==> src/rtl/message_process_ctrl.sv <==
// message_process_ctrl: round-robin two-requester scheduler and frame sequencer for the message datapath.
// Define MSGCTRL_GAP_EN to insert GAP_CYCLES idle cycles after each frame.
module message_process_ctrl #(
  parameter int MSG_WIDTH  = 5,
  parameter int GAP_CYCLES = 4
) (
  input  logic                 clk,
  input  logic                 reset,
  input  logic                 req0,
  input  logic [MSG_WIDTH-1:0] msg0,
  input  logic                 req1,
  input  logic [MSG_WIDTH-1:0] msg1,
  input  logic                 co,
  output logic                 ack0,
  output logic                 ack1,
  output logic [MSG_WIDTH-1:0] Msg,
  output logic                 ld_shiftreg,
  output logic                 init_cnt_4bit,
  output logic                 init_cnt_10bit,
  output logic                 busy,
  output logic                 done,
  output logic                 owner
);
`ifdef MSGCTRL_GAP_EN
  typedef enum logic [2:0] {IDLE, LOAD, SEND, DONE, GAP} state_t;
  logic [3:0] gap_q, gap_d;
`else
  typedef enum logic [1:0] {IDLE, LOAD, SEND, DONE} state_t;
`endif
  state_t state_q, state_d;
  logic [MSG_WIDTH-1:0] msg_q, msg_d;
  logic owner_q, owner_d, busy_q, busy_d, last_q, last_d;
  logic g0, g1;
  // On a tie the requester that did not win last time is granted
  assign g0 = req0 & (~req1 | last_q);
  assign g1 = req1 & (~req0 | ~last_q);
  assign ack0 = (state_q == IDLE) & g0 & ~reset;
  assign ack1 = (state_q == IDLE) & g1 & ~reset;
  assign ld_shiftreg = state_q == LOAD;
  assign init_cnt_4bit = state_q == LOAD;
  assign init_cnt_10bit = state_q == LOAD;
  assign done = state_q == DONE;
  assign Msg = msg_q;
  assign owner = owner_q;
  assign busy = busy_q;
  always_comb begin
    state_d = state_q;
    msg_d = msg_q;
    owner_d = owner_q;
    last_d = last_q;
`ifdef MSGCTRL_GAP_EN
    gap_d = gap_q;
`endif
    case (state_q)
      IDLE: if (g0 | g1) begin
        state_d = LOAD;
        msg_d = g1 ? msg1 : msg0;
        owner_d = g1;
        last_d = g1;
      end
      LOAD: state_d = SEND;
      SEND: state_d = co ? DONE : SEND;
`ifdef MSGCTRL_GAP_EN
      DONE: begin
        state_d = GAP;
        gap_d = 4'(GAP_CYCLES);
      end
      GAP: begin
        state_d = (gap_q == 4'd1) ? IDLE : GAP;
        gap_d = gap_q - 4'd1;
      end
`else
      DONE: state_d = IDLE;
`endif
      default: state_d = IDLE;
    endcase
    owner_d = (state_d == IDLE) ? 1'b0 : owner_d;
    busy_d = state_d != IDLE;
  end
  always_ff @(posedge clk) begin
    if (reset) begin
      state_q <= IDLE;
      msg_q <= '0;
      owner_q <= 1'b0;
      busy_q <= 1'b0;
      last_q <= 1'b1;
`ifdef MSGCTRL_GAP_EN
      gap_q <= 4'd0;
`endif
    end else begin
      state_q <= state_d;
      msg_q <= msg_d;
      owner_q <= owner_d;
      busy_q <= busy_d;
      last_q <= last_d;
`ifdef MSGCTRL_GAP_EN
      gap_q <= gap_d;
`endif
    end
  end
endmodule

==> config.mk <==
export PLATFORM = sky130hd
export DESIGN_NAME = message_process_ctrl
export DESIGN_NICKNAME = d
export VERILOG_FILES = /design/src/rtl/message_process_ctrl.sv
export SDC_FILE = /design/constraint.sdc
export NUM_CORES = 1
export LEC_CHECK = 0
export ABC_AREA = 1
export CAP_MARGIN = 10
export CORE_MARGIN = 2
export CORE_UTILIZATION = 35
export DETAILED_ROUTE_END_ITERATION = 7
export HOLD_SLACK_MARGIN = 0.1
export PLACE_DENSITY = 0.71
export REMOVE_ABC_BUFFERS = 1
export SYNTH_ARGS = -nofsm -noshare
export SYNTH_HDL_FRONTEND = slang
export SYNTH_SLANG_ARGS = --single-unit
==> constraint.sdc <==
create_clock -name clk -period 1.2 [get_ports clk]
set_clock_uncertainty 0.15 [all_clocks]
set_input_delay 0.12 -clock clk [delete_from_list [all_inputs] [get_ports clk]]
set_output_delay 0.12 -clock clk [all_outputs]
set_load 0.1 [all_outputs]
Yosys cells after proc, flatten, opt, wreduce, memory -nomap -nowiden

Cells that the tools add are included.

Logic and storage cells: 30
Input port bits: 15
Bits in registers: 10

Multiplexer cells: 4
Bitwise logic cells: 13
Reduce and logical (&&, ||, !) cells: 5
Equality and inequality tests: 3

Operators with widths:

| operator                                                              | number |
|---|---|
| 2-bit one-hot mux with 4 select lines                                 | 1 |
| 1-bit bitwise AND                                                     | 6 |
| 5-bit two-way mux                                                     | 1 |
| 2-bit equality test, second input constant                            | 2 |
| 2-bit zero test                                                       | 2 |
| 1-bit inverter                                                        | 4 |
| 1-bit OR                                                              | 3 |
| 2-bit by 1-bit equality test with 1-bit output, second input constant | 1 |
| 2-bit two-way mux                                                     | 1 |
| 2-bit AND reduction                                                   | 1 |
| 2-bit nonzero test                                                    | 1 |
| 2-bit OR reduction                                                    | 1 |
| 1-bit two-way mux                                                     | 1 |

Longest topological paths before layout

Depth after elaboration: 8
Gate-level depth with buffers: 8
Depth with buffers taken out: 8

Least setup slack after synthesis

Ideal clock, no wire load.

Path kind: flip-flop to output port
Start point: register state_q[0]
End point: output port ack0
Arrival: 2.781 ns
Cell stages (with the launch flop): 5
Setup slack: -1.851 ns
Cells stage by stage: dfxtp_1 > inv_1 > ha_1 > inv_2 > nor3_1

Longest elaborated chain between the ends: 3

RTL lines:

| item                           | RTL line | RTL |
|---|---|---|
| start, declared                | 30       | `state_t state_q, state_d;` |
| start signal, assigned         | 91       | `state_q <= state_d;` |
| 2-bit zero test                | 37       | `assign ack0 = (state_q == IDLE) & g0 & ~reset;` |
| 1-bit bitwise AND (2 in a row) | 37       |  |
| end, declared                  | 14       | `output logic ack0,` |

No other way between the ends.

Final worst setup path

Start point: register state_q[0]
End point: output port ack1

Longest elaborated chain between the ends: 3

RTL lines:

| item                           | RTL line | RTL |
|---|---|---|
| 2-bit zero test                | 38       | `assign ack1 = (state_q == IDLE) & g1 & ~reset;` |
| 1-bit bitwise AND (2 in a row) | 38       |  |
| end, declared                  | 15       | `output logic ack1,` |

No other way between the ends.

==> impl_metrics.ini <==
[outcome]
status = finished with violations
failed_checks = setup timing

[timing]
finalCritPeriodShare_pct = 129
slew_headroom_pct = 82.1
postLayoutSetupSlackWorst_ps = -342
finalCriticalPeriod_ps = 1540
tns_ps = -2980
max_freq_mhz = 648
rsz0062_at_grt = true
hold_viol_final = 0
slew_violations = 0
setup_viol = 15
max_slew.worst_pin.slew_ps = 268

[worst_setup_path]
crit_path_max_fanout = 3
crit_arrival_ps = 1270
startpoint_type = register
worstSetupPathType = register to primary output
end_kind = primary output
cp.required_ps = 930

[grt]
grt.overflow.total = 0
met1_usage_pct = 16.6
use_met3_pct = 7.14
grt_max_degree = 8
grtUsageTotal_pct = 18.2
antenna_found_initial = 0
busiest_layer = met2
first_global_vias = 665
grt_pass1_wl_mm = 2.68
grt.met2_usage_pct = 37.5

[floorplanning]
dieArea_um2 = 2060
boundaryPins = 28
die_w_um = 45.4
initial_core_util_pct = 38.5
num_rows = 14
dieHeight_um = 45.4
coreArea_um2 = 1560

[logic_synthesis]
synth_top_family_by_area = simple AND/OR/NAND/NOR gates
yosysWarnings = 0
synth-adder-area-share_pct = 10.4
syn_inst = 80
ys_seq_elements = 10
synth_seq_area_share_pct = 33.3
mappedNetlistArea_um2 = 601
syn_avg_cell_area_um2 = 7.51
synthXorXnorAreaFrac_pct = 0
ys_types = 17
synth_mux_area_share_pct = 0
synth-compound-area-share_pct = 6.46
synthSimpleGateAreaFrac_pct = 38.3

[clock_tree]
clock_latency_ps = 260
max-clock-path-buffers = 2
cts_sinks = 10
ctsHtreeMaxLevel = 1
path_clk_slew_ps = 60
cts_made_buffers = 3
ctsHoldBuffers = 0
tritoncts = yes
cts_root_buffer = clkbuf_4

[drt]
drt_iter0_drc = 5
wl_per_cell_um = 12.0
vias = 646
drt-total-wl_mm = 1.69
dr.pass1.iters = 3
antenna_left = 0
via_per_inst = 4.58
drc = 0

[place]
place_congestion = 0.721
dp_cells = 135
post-dp-hpwl_mm = 1.26
io_buffers = 27
place_area_um2 = 1110

[final_layout]
nets = 147
drive_gt1_share_pct = 54.4
diodes = 0
syn2layout_area_growth_pct = 112
stdcell_area_um2 = 1270
layout_commonest_cell = buf_4
fin_cells = 141
final_util_pct = 81.6
layout_common_cells = 16 x buf_4, 13 x buf_12, 12 x nand2_1, 12 x clkdlybuf4s50_1, 11 x nor2_1

[power_and_ir_drop]
vdd_ir_drop_max_v = 0.00194
power_mw = 3.35
powerDensity_nw_per_um2 = 2630
power_leakage_nw = 0.573

[run]
max_cap_viol_count = 0

[worst_hold_path]
hp-class = register to register
==> registers in the layout, indices dropped and copies added, names as in the netlist <==
register / count
busy: 1
Msg: 5
last_q: 1
owner: 1
state_q: 2
==> stage by stage <==
stage                     hold slack (ps)  setup WS (ps)
after global placement                353           -461
after floorplan                      62.4          -1850
after detailed placement              377           -470
after CTS                             357           -380
after global routing                  393           -417
final                                 356           -342
==> layout make-up <==
cell class	count	area [um2]
fillers	111	287
clock buffers	3	22.5
inverters	10	45.0
well taps	16	20.0
flip-flops and latches	10	204
repair buffers	45	541
multi-input cells	57	440
==> kinds of logic (layout without fill, tap and decap cells) <==
kind of cell | after synthesis | count (layout)
flops | 10 | 10
compound gates | 7 | 7
simple gates | 45 | 45
fa+ha+maj | 5 | 5
buf+inv | 13 | 58
==> where the power goes <==
part / internal [mW] / switching [mW] / total, mW
clock network: 0.115 / 0.106 / 0.221
logic: 1.01 / 1.55 / 2.56
registers: 0.450 / 0.111 / 0.561
total: 1.58 / 1.76 / 3.35
==> worst paths after layout <==
kind | from | to | slack, ps | cells after the start
worst min register to register | last_q | last_q | 360 | 2
worst min-delay path | last_q | last_q | 360 | 2
worst max register to register | state_q[0] | busy | -240 | 10
worst max-delay path | state_q[0] | ack1 | -340 | 7
==> metal layers <==
| metal | vias up | wire length (um) |
|---|---|---|
| li1 | 335 | - |
| met5 | - | 0 |
| met3 | 0 | 107 |
| met2 | 24 | 990 |
| met4 | 0 | 0 |
| met1 | 287 | 596 |
==> critical path, stage by stage (launching register included) <==
cell,delay (ps)
dfxtp_2,320
inv_2,80
ha_4,150
inv_4,40
nor2_4,80
inv_2,60
nor2_4,100
buf_12,180
==> Yosys cell counts (all sizes together) <==
master	instances	share of area, %
o21ai	6	5.0
nor2	19	16
a21oi	1	1.5
dfxtp	10	33
ha	5	10
buf	3	4.4
nand2	19	16
nand3	6	5.0
nor3	1	0.83
inv	10	7.1
==> repair_timing <==
| action | CTS | global route |
|---|---|---|
| gates resized for setup | 27 | 12 |
| setup buffers | 1 | 5 |
| pin swaps | 14 | 12 |
| setup endpoints to repair | 14 | 15 |
(Power assumes the default switching activity.)
